## src/rtl/fifo_share_pkg.sv

```systemverilog
// Shared types and constants for the shared-FIFO controller.
//   turn_t  : whose turn it is when a write and a read compete for the FIFO
//   DEPTH   : capacity of the attached FIFO
//   LEVEL_W : width of the shadow occupancy count
package fifo_share_pkg;

    typedef enum logic {
        TURN_RD = 1'b0,
        TURN_WR = 1'b1
    } turn_t;

    localparam int DEPTH   = 3;
    localparam int LEVEL_W = 2;

endpackage

```

## src/rtl/fifo_share_ctrl_rr_arb2.sv

```systemverilog
// Two-way round-robin picker.
//   clk, resetn : clock, synchronous active-low reset
//   req[1:0]    : request per producer
//   advance     : the current grant was used; move priority past it
//   gnt         : index of the granted requester
//   gnt_valid   : at least one request is present
module rr_arb2 (
    input  logic       clk,
    input  logic       resetn,
    input  logic [1:0] req,
    input  logic       advance,
    output logic       gnt,
    output logic       gnt_valid
);

    logic ptr_reg;
    logic ptr_next;

    always_comb begin
        gnt       = req[ptr_reg] ? ptr_reg : ~ptr_reg;
        gnt_valid = |req;
        // Priority goes to the producer that was not served, even if it
        // is idle right now.
        ptr_next  = advance ? ~gnt : ptr_reg;
    end

    always_ff @(posedge clk) begin
        if (!resetn) begin
            ptr_reg <= 1'b0;
        end else begin
            ptr_reg <= ptr_next;
        end
    end

endmodule

```

## src/rtl/fifo_share_ctrl.sv

```systemverilog
// Shares one external FIFO between two producers and one consumer.
// Producer writes are arbitrated round-robin; a write and a read are never
// issued in the same cycle, and under contention they alternate. A shadow
// occupancy count is cross-checked against the FIFO's full/empty flags.
//   clk, resetn            : clock, synchronous active-low reset
//   p0_*/p1_*              : producer valid/data in, ready out
//   c_valid/c_data/c_ready : consumer handshake (c_data is the FIFO head)
//   fifo_wr/fifo_rd/fifo_din : FIFO strobes and write data
//   fifo_full/fifo_empty/fifo_dout : FIFO status and head
//   level                  : shadow occupancy
//   err                    : sticky shadow/FIFO disagreement flag
module fifo_share_ctrl
    import fifo_share_pkg::turn_t, fifo_share_pkg::TURN_RD,
           fifo_share_pkg::TURN_WR, fifo_share_pkg::LEVEL_W;
#(
    parameter int WIDTH = 32,
    parameter int DEPTH = fifo_share_pkg::DEPTH
) (
    input  logic               clk,
    input  logic               resetn,
    input  logic               p0_valid,
    input  logic [WIDTH-1:0]   p0_data,
    output logic               p0_ready,
    input  logic               p1_valid,
    input  logic [WIDTH-1:0]   p1_data,
    output logic               p1_ready,
    output logic               c_valid,
    output logic [WIDTH-1:0]   c_data,
    input  logic               c_ready,
    output logic               fifo_wr,
    output logic               fifo_rd,
    output logic [WIDTH-1:0]   fifo_din,
    input  logic               fifo_full,
    input  logic               fifo_empty,
    input  logic [WIDTH-1:0]   fifo_dout,
    output logic [LEVEL_W-1:0] level,
    output logic               err
);

    turn_t              turn_reg, turn_next;
    logic [LEVEL_W-1:0] level_reg, level_next;
    logic               err_reg, err_next;

    logic       any_p;
    logic       rd_fire;
    logic       wr_fire;
    logic       contention;
    logic       gnt;
    logic       gnt_valid;
    logic [1:0] ready;

    rr_arb2 u_arb (
        .clk       (clk),
        .resetn    (resetn),
        .req       ({p1_valid, p0_valid}),
        .advance   (wr_fire),
        .gnt       (gnt),
        .gnt_valid (gnt_valid)
    );

    always_comb begin
        any_p      = gnt_valid;
        // The consumer sees data only when it is the read's turn, or when a
        // write could not happen anyway (no producer, or FIFO full).
        c_valid    = resetn & ~fifo_empty
                     & ((turn_reg == TURN_RD) | ~any_p | fifo_full);
        rd_fire    = c_valid & c_ready;
        // A write yields to a read in the same cycle: the FIFO would drop rd.
        wr_fire    = resetn & any_p & ~fifo_full & ~rd_fire;
        contention = any_p & ~fifo_full & ~fifo_empty;

        turn_next = turn_reg;
        if (contention) begin
            if (rd_fire) begin
                turn_next = TURN_WR;
            end else if (wr_fire) begin
                turn_next = TURN_RD;
            end
        end

        level_next = level_reg + LEVEL_W'(wr_fire) - LEVEL_W'(rd_fire);
        err_next   = err_reg
                     | ((level_reg == '0) != fifo_empty)
                     | ((level_reg == LEVEL_W'(DEPTH)) != fifo_full);
    end

    generate
        for (genvar gi = 0; gi < 2; gi++) begin : g_ready
            assign ready[gi] = wr_fire & (gnt == 1'(gi));
        end
    endgenerate

    assign p0_ready = ready[0];
    assign p1_ready = ready[1];
    assign fifo_din = gnt ? p1_data : p0_data;
    assign fifo_wr  = wr_fire;
    assign fifo_rd  = rd_fire;
    assign c_data   = fifo_dout;
    assign level    = level_reg;
    assign err      = err_reg;

    always_ff @(posedge clk) begin
        if (!resetn) begin
            turn_reg  <= TURN_RD;
            level_reg <= '0;
            err_reg   <= 1'b0;
        end else begin
            turn_reg  <= turn_next;
            level_reg <= level_next;
            err_reg   <= err_next;
        end
    end

endmodule

```

## config.mk

```make
export PLATFORM = sky130hd
export DESIGN_NAME = fifo_share_ctrl
export DESIGN_NICKNAME = d
export VERILOG_FILES = /design/src/rtl/fifo_share_pkg.sv /design/src/rtl/fifo_share_ctrl_rr_arb2.sv /design/src/rtl/fifo_share_ctrl.sv
export SDC_FILE = /design/constraint.sdc
export NUM_CORES = 1
export LEC_CHECK = 0
export CAP_MARGIN = 20
export CORE_ASPECT_RATIO = 0.6
export CORE_MARGIN = 2
export CORE_UTILIZATION = 24
export DETAILED_ROUTE_END_ITERATION = 8
export MAX_ROUTING_LAYER = met4
export PLACE_DENSITY = 0.88
export RECOVER_POWER = 25
export SYNTH_ARGS = -nofsm -noshare
export SYNTH_HDL_FRONTEND = slang
export SYNTH_SLANG_ARGS = --single-unit
```

## constraint.sdc

```tcl
create_clock -name clk -period 3.79 [get_ports clk]
set_input_delay 0.379 -clock clk [delete_from_list [all_inputs] [get_ports clk]]
set_output_delay 0.379 -clock clk [all_outputs]
set_load 0.05 [all_outputs]
```

# [Word-level counts from Yosys, hierarchy flattened]
# Index checks and enable logic that the tools add are counted.
# Widths: inputs -> output; s select.
[word_totals] in_bits=103 regBits=5 word_cells=41 latchBits=0 memories=0 romBits=0 ram_bits=0
[op_classes] div=0 order_cmp=1 n_mul=0 muxes=6 eq_ne=3 n_addsub=2 shifts=0 n_reduce_logical=4 n_bitwise=21
[ops] operator="$mux 32" count=1
[ops] operator="$and 1x1->1" count=10
[ops] operator="$not 1->1" count=7
[ops] operator="$mux 1" count=5
[ops] operator="$or 1x1->1" count=4
[ops] operator="$add 2x1->2" count=1
[ops] operator="$eq 2x2->1 const B" count=1
[ops] operator="$logic_not 2->1" count=1
[ops] operator="$lt 1x2->1 const B" count=1
[ops] operator="$ne 1x1->1" count=2
[ops] operator="$reduce_and 2->1" count=1
[ops] operator="$reduce_bool 2->1" count=1
[ops] operator="$reduce_or 2->1" count=1
[ops] operator="$sub 2x1->2" count=1

# [Longest topological paths before layout]
# Gate-level depths: netlist of the first run.
[depth] depth_word=10 mapped_depth=8

# [Modules after synthesis]
# A second synthesis of the first run with hierarchy kept.
[hier_totals] cells_unflattened=105 area_unflattened_um2=953.4
[by_module_without_submodules] mod="fifo_share_ctrl" area_per_inst_um2=895.9 n_inst=1 seq_area_each_um2=80.1 cells_each=98
[by_module_without_submodules] mod="rr_arb2" area_per_inst_um2=57.6 n_inst=1 seq_area_each_um2=20.0 cells_each=7

# [Least setup slack after synthesis of the first run]
# No wires, ideal clock.
[synth_path] path_type="input port to flip-flop" start="input p1_valid" end="register level_reg[0], in the netlist level[0]" path_slack_ps=497 arrival_time_ps=3178 required_ps=3675 n_path_buf=0 cell_stages=7 cell_sequence="o21ba_2 a211oi_1 and2_1 ha_1 inv_1 ha_1 and2_1"
[synth_between] elab_chain_cells=10
[synth_rtl] item="start: declaration" line="fifo_share_ctrl.sv:24" source="input logic p1_valid,"
[synth_rtl] item="$reduce_or 2->1 (*)" line="fifo_share_ctrl_rr_arb2.sv:21" source="gnt_valid = |req;"
[synth_rtl] item="$not 1->1 (*)" line="fifo_share_ctrl.sv:66" source="& ((turn_reg == TURN_RD) | ~any_p | fifo_full);"
[synth_rtl] item="$or 1x1->1 (*) (2 in a row)" line="fifo_share_ctrl.sv:66"
[synth_rtl] item="$and 1x1->1 (*)" line="fifo_share_ctrl.sv:66"
[synth_rtl] item="via c_valid" line="fifo_share_ctrl.sv:27" source="output logic c_valid,"
[synth_rtl] item="$and 1x1->1 (*)" line="fifo_share_ctrl.sv:67" source="rd_fire = c_valid & c_ready;"
[synth_rtl] item="via fifo_rd" line="fifo_share_ctrl.sv:31" source="output logic fifo_rd,"
[synth_rtl] item="$not 1->1" line="fifo_share_ctrl.sv:69" source="wr_fire = resetn & any_p & ~fifo_full & ~rd_fire;"
[synth_rtl] item="$and 1x1->1" line="fifo_share_ctrl.sv:69"
[synth_rtl] item="$add 2x1->2" line="fifo_share_ctrl.sv:81" source="level_next = level_reg + LEVEL_W'(wr_fire) - LEVEL_W'(rd_fire);"
[synth_rtl] item="$sub 2x1->2 (*)" line="fifo_share_ctrl.sv:81"
[synth_rtl] item="via level_next[0]" line="fifo_share_ctrl.sv:41" source="logic [LEVEL_W-1:0] level_reg, level_next;"
[synth_rtl] item="end signal: assignment" line="fifo_share_ctrl.sv:109" source="level_reg <= level_next;"
[synth_rtl] item="end: declaration" line="fifo_share_ctrl.sv:41"
# Mark *: on every way through the listed nets, which the timed path passes. The rest lies on a longest branch.
# A chain may end at the register's enable or synchronous reset.

# [Worst setup path after layout of the first run]
[layout_path] start="input fifo_full" end="output fifo_rd"
[layout_between] elab_chain_cells=3
[layout_rtl] item="start: declaration" line="fifo_share_ctrl.sv:33" source="input logic fifo_full,"
[layout_rtl] item="$or 1x1->1" line="fifo_share_ctrl.sv:66"
[layout_rtl] item="$and 1x1->1" line="fifo_share_ctrl.sv:66"
[layout_rtl] item="$and 1x1->1" line="fifo_share_ctrl.sv:67"
[layout_rtl] item="end: declaration" line="fifo_share_ctrl.sv:31"
# Every way passes these cells.

==> results_dict.tcl, run 1 <==
set metrics [dict create \
    grt_pass1_vias 1057 \
    post_synth_inst_count 103 \
    power_density_nw_per_um2 275 \
    worstHoldStart "err" \
    layout.cells.most_common "sky130_fd_sc_hd__clkdlybuf4s50_1" \
    gp_routability_congestion 0.733 \
    cts_made_buffers 3 \
    post-layout-total-power_uw 559 \
    postRouteAntennaNets 0 \
    power.sequential.fraction_pct 11.4 \
    ys_ff_latch 5 \
    worst_hold_path.endpoint "err" \
    cts.reportedPaths.clkPinSlew_ns 0.03 \
    arrival_ns 2.46 \
    pre_cts_slack_ns 0.958 \
    power.share.combinational_pct 71.0 \
    worstReg2RegStart "turn_reg" \
    setup.worst_path.start_class "input pin" \
    max_reg_flops 2 \
    grt.overflow.total 0 \
    r2r_slack_ns 2.21 \
    drive_above_1_share_pct 21.3 \
    synthesis.area_um2 1070 \
    tightest_slew_ns 0.521 \
    postLayoutCoreUtil_pct 48.4 \
    synth-edff-count 0 \
    wl_per_cell_um 14.1 \
    worstPathRequired_ns 3.41 \
    io_buffers 110 \
    max_slew_margin_pct 65.1 \
    setup_ws_final_ns 0.950 \
    core_rows 18 \
    die-area_um2 5020 \
    post-cts-setup-buffer-count 0 \
    peak_fanout_along_the_critical_path 6 \
    place.detailed.instances 239 \
    num-nets-final 289 \
    hold_viol_final 0 \
    setup-violations-final 0 \
    post_layout_nonfiller_instances 243 \
    grt_use_total_pct 13.0 \
    seq_area_frac_synth_pct 9.36 \
    core_um2 4190 \
    hold_class "register to register" \
    yosysUniqueCellTypes 27 \
    top_level_ports 175 \
    timing.max_cap.violations 0 \
    worst_r2r_endpoint "level[0]" \
    path_cells "clkdlybuf4s50_1 > o21ba_2 > a211oi_1 > and2_1 > clkdlybuf4s50_1" \
    synth-async-reset-ratio_pct 0 \
    outcome "finished clean" \
    crit_path_end_kind "output pin" \
    cts_sinks 5 \
    dpl-instance-area_um2 1980 \
    die-width_um 90.2 \
    internal_power_uw 323 \
    cts_buffer_depth 2 \
    grt_pass1_wl_um 5160 \
    pin_count_of_the_biggest_net_entering_global_routing 36 \
    final.period_utilization_pct 74.9 \
    number_of_remaining_drc_errors 0 \
    drt_iter0_drc 15 \
    synthToLayoutAreaGrowth_pct 89.7 \
    viasPerCell 4.24 \
    synth-warning-count 0 \
    postRouteWirelength_um 3430 \
    final_max_slew_viol_count 0 \
    ir_drop_mv 0.117 \
    clock_tree.root_cell "sky130_fd_sc_hd__clkbuf_8" \
    hold-worst-slack_ns 0.455 \
    critPathKind "input pin to output pin" \
    synth_fp_nets 208 \
    timing.setup.tns_ns 0 \
    min_delay_path_depth 2 \
    timing.final.crit_period_ns 2.84 \
    final.setup_skew_ns 0.000868 \
    reg2regPathDepth 5 \
    netSwitchingFraction_pct 42.2 \
    timing.critical_path.slowest_stage_cell "sky130_fd_sc_hd__clkdlybuf4s50_1" \
    drt_pass1_iterations 4 \
    clock_latency_ns 0.22 \
    vias 1031 \
    leakagePower_nw 0.861 \
    clock_power_share_pct 17.5 \
    tritoncts "done" \
    rsz0062_at_grt "no" \
    most_common_cell_type_on_the_critical_path "sky130_fd_sc_hd__clkdlybuf4s50_1" \
    dpl_wire_length_um 2920 \
    postSynthAreaPerCell_um2 10.4 \
    critPathTopFamily "buffers and inverters" \
    net-switching-power_uw 236 \
    grt_antenna_before_repair 0 \
    design_area_um2 2030 \
    timing.critical_path.buf_inv 2 \
    mostFrequentLayoutCells "sky130_fd_sc_hd__clkdlybuf4s50_1 (110), sky130_fd_sc_hd__mux2_4 (27), sky130_fd_sc_hd__inv_1 (7), sky130_fd_sc_hd__mux2_2 (5), sky130_fd_sc_hd__dfxtp_1 (5)" \
    num_antenna_cells 0 \
    critical_path.max_stage_delay_ns 0.81 \
    ctsResizeCount 0 \
    commonest_register_cell_after_synthesis "sky130_fd_sc_hd__dfxtp_1" \
    ctsHtreeMaxLevel 1 \
    holdBufCountCts 0 \
    floorplan.initialDensity_pct 25.5 \
    fmax_ghz 0.352 \
    die_h_um 55.7 \
]
## per-layer routing
layer / global-route usage [%] / share of wire (%) / vias to the layer above
met2: 21.8 / 48 / 70
met4: 2.64 / 1.3 / 0
met3: 7.86 / 13 / 6
li1: - / - / 484
met5: - / 0 / -
met1: 13.3 / 37 / 471
## logic make-up (layout without fill, tap and decap cells)
logic type | count (synthesis) | in the layout | share of synthesized area, %
AO/OA/AOI/OAI | 8 | 8 | 5.97
XOR/XNOR | 3 | 3 | 2.46
adder cells (fa/ha/maj) | 2 | 2 | 2.34
buffers and inverters | 42 | 122 | 28.8
flip-flops | 5 | 5 | 9.36
multiplexers | 33 | 33 | 45.3
AND/OR/NAND/NOR | 10 | 10 | 5.85
## power by group through the flow
stage | Combinational [mW] | Sequential (mW) | Clock, mW
3_3_place_gp | 0.395 | 0.0643 | 0
5_1_grt | 0.413 | 0.0647 | 0.103
3_5_place_dp | 0.399 | 0.0647 | 0
6_report | 0.397 | 0.0640 | 0.0978
2_1_floorplan | 0.327 | 0.0758 | 0
4_1_cts | 0.401 | 0.0640 | 0.101
## worst max path at each step
stage	from	end	slack, ns	depth (start not counted)
after floorplan	p1_valid	level[0]	0.50	7
after global placement	p0_valid	fifo_din[2]	0.97	6
after detailed placement	p0_valid	fifo_din[31]	0.96	6
after CTS	p0_valid	fifo_din[31]	0.95	6
after global routing	fifo_full	fifo_rd	0.87	5
final	fifo_full	fifo_rd	0.95	5
## cell usage after synthesis (2+ instances only)
cell type                  n  share of area (%)
sky130_fd_sc_hd__and2_1    2                1.2
sky130_fd_sc_hd__xnor2_1   2                1.6
sky130_fd_sc_hd__buf_8     2                2.8
sky130_fd_sc_hd__mux2_2    5                5.3
sky130_fd_sc_hd__buf_4    32                 22
sky130_fd_sc_hd__nor2_1    2               0.70
sky130_fd_sc_hd__ha_1      2                2.3
sky130_fd_sc_hd__inv_1     7                2.5
sky130_fd_sc_hd__dfxtp_1   5                9.4
sky130_fd_sc_hd__mux2_4   27                 38
## cell type report
class | count | area (µm²)
Clock buffer | 4 | 45.0
Fill cell | 400 | 2160
Inverter | 7 | 26.3
Multi-Input combinational cell | 56 | 662
Sequential cell | 5 | 100
Tap cell | 60 | 75.1
Timing Repair Buffer | 111 | 1120
## worst reg2reg max path, cell delays in order, from the launching register on
cell and delay (ns):
sky130_fd_sc_hd__dfxtp_1 0.32, sky130_fd_sc_hd__or3b_2 0.51, sky130_fd_sc_hd__nand3_1 0.15, sky130_fd_sc_hd__inv_1 0.07, sky130_fd_sc_hd__ha_1 0.27, sky130_fd_sc_hd__and2_1 0.15
Note: power is estimated with default switching activity, not from simulation.
==> run 2, diff against run 1 <==
Settings changed: CORE_UTILIZATION 24 to 22, PLACE_DENSITY 0.88 to 0.81.
Clock period 3.79 ns to 2.7 ns, I/O delays scaled along.
==> results_dict.tcl, run 2 (synthesized netlist as in run 1, its figures left out) <==
set metrics [dict create \
    clock_power_share_pct 17.3 \
    grt_pass1_vias 969 \
    holdBufCountCts 0 \
    power_density_nw_per_um2 392 \
    grt_pass1_wl_um 4730 \
    max_reg_flops 2 \
    die-width_um 94.0 \
    floorplan.initialDensity_pct 23.1 \
    worst_hold_path.endpoint "err" \
    drive_above_1_share_pct 41.0 \
    arrival_ns 2.16 \
    io_buffers 110 \
    tritoncts "done" \
    worstHoldStart "err" \
    leakagePower_nw 0.945 \
    num_antenna_cells 0 \
    layout.cells.most_common "sky130_fd_sc_hd__clkdlybuf4s50_1" \
    rsz0062_at_grt "no" \
    drt_iter0_drc 17 \
    tightest_slew_ns 0.501 \
    net-switching-power_uw 344 \
    internal_power_uw 475 \
    gp_routability_congestion 0.750 \
    path_cells "clkdlybuf4s50_1 > or3b_2 > nand3_1 > inv_1 > clkdlybuf4s50_1" \
    drt_pass1_iterations 2 \
    cts.reportedPaths.clkPinSlew_ns 0.04 \
    hold_viol_final 0 \
    min_delay_path_depth 2 \
    outcome "finished clean" \
    setup_ws_final_ns 0.267 \
    pin_count_of_the_biggest_net_entering_global_routing 33 \
    max_slew_margin_pct 66.5 \
    num-nets-final 289 \
    final.setup_skew_ns 0.00222 \
    power.share.combinational_pct 71.7 \
    timing.critical_path.slowest_stage_cell "sky130_fd_sc_hd__clkdlybuf4s50_1" \
    r2r_slack_ns 1.12 \
    pre_cts_slack_ns 0.265 \
    hold_class "register to register" \
    worstReg2RegStart "turn_reg" \
    final.period_utilization_pct 90.1 \
    cts_made_buffers 3 \
    worst_r2r_endpoint "level[0]" \
    most_common_cell_type_on_the_critical_path "sky130_fd_sc_hd__clkdlybuf4s50_1" \
    top_level_ports 175 \
    mostFrequentLayoutCells "sky130_fd_sc_hd__clkdlybuf4s50_1 (75), sky130_fd_sc_hd__mux2_4 (27), sky130_fd_sc_hd__buf_4 (24), sky130_fd_sc_hd__buf_12 (12), sky130_fd_sc_hd__inv_1 (7)" \
    power.sequential.fraction_pct 11.0 \
    cts_buffer_depth 2 \
    cts_sinks 5 \
    worstPathRequired_ns 2.43 \
    post-cts-setup-buffer-count 0 \
    grt_antenna_before_repair 0 \
    peak_fanout_along_the_critical_path 6 \
    fmax_ghz 0.411 \
    wl_per_cell_um 13.5 \
    final_max_slew_viol_count 0 \
    setup-violations-final 0 \
    die_h_um 58.0 \
    postRouteWirelength_um 3330 \
    postRouteAntennaNets 0 \
    timing.max_cap.violations 0 \
    grt.overflow.total 0 \
    ctsResizeCount 0 \
    number_of_remaining_drc_errors 0 \
    crit_path_end_kind "output pin" \
    die-area_um2 5450 \
    core_rows 19 \
    clock_latency_ns 0.22 \
    viasPerCell 4.07 \
    dpl_wire_length_um 2920 \
    synthToLayoutAreaGrowth_pct 95.2 \
    grt_use_total_pct 11.7 \
    vias 1000 \
    timing.final.crit_period_ns 2.43 \
    netSwitchingFraction_pct 42.0 \
    layout.filler_cells 436 \
    critPathKind "input pin to output pin" \
    critical_path.max_stage_delay_ns 0.69 \
    reg2regPathDepth 5 \
    core_um2 4640 \
    clock_tree.root_cell "sky130_fd_sc_hd__clkbuf_8" \
    timing.setup.tns_ns 0 \
    ctsHtreeMaxLevel 1 \
    ir_drop_mv 0.147 \
    setup.worst_path.start_class "input pin" \
]
==> run 2: power by group through the flow <==
stage                     Clock, mW  Combinational (mW)  Sequential (mW)
after floorplan                   0               0.459            0.106
after global placement            0               0.584           0.0913
after detailed placement          0               0.590           0.0913
after CTS                     0.146               0.592           0.0902
after global routing          0.151               0.611           0.0912
final                         0.142               0.587           0.0902
==> run 2: worst max-delay path: cells and delay by family <==
family | cells | cell delay, ns
simple gates | 2 | 0.65
buf+inv | 3 | 1.24
==> run 2: worst max path at each step <==
stage / startpoint / endpoint / cells after the start
5_1_grt: fifo_empty / fifo_wr / 5
3_5_place_dp: fifo_empty / fifo_wr / 5
2_1_floorplan: p1_valid / level[0] / 7
3_3_place_gp: fifo_empty / fifo_wr / 5
6_report: fifo_empty / fifo_wr / 5
4_1_cts: fifo_empty / fifo_wr / 5
==> run 2: metrics by stage <==
stage | cells | hold WS (ns) | util [%] | area [µm²] | total power, mW
floorplan | 103 | 0.392 | - | 1070 | 0.566
global placement | 242 | 0.435 | 44.1 | 2040 | 0.676
detailed placement | 242 | 0.443 | 44.1 | 2040 | 0.681
CTS | 246 | 0.446 | 45.0 | 2090 | 0.828
global route | 246 | 0.482 | 45.0 | 2090 | 0.853
finish | 246 | 0.441 | 45.0 | 2090 | 0.819
==> run 2: per-layer routing <==
metal | global-route usage [%] | share of wire (%) | vias up
met5 | - | 0 | -
met4 | 2.28 | 0.57 | 0
met3 | 5.98 | 9.6 | 7
met2 | 19.8 | 54 | 55
met1 | 12.4 | 36 | 453
li1 | - | - | 485
==> run 2: cell type report <==
class,count,area [µm²],share of cell area (%)
clock buffers,4,45.0,2.16
flip-flops and latches,5,100,4.79
well taps,63,78.8,3.77
multi-input cells,56,667,31.9
inverters,7,26.3,1.26
repair buffers,111,1170,56.1
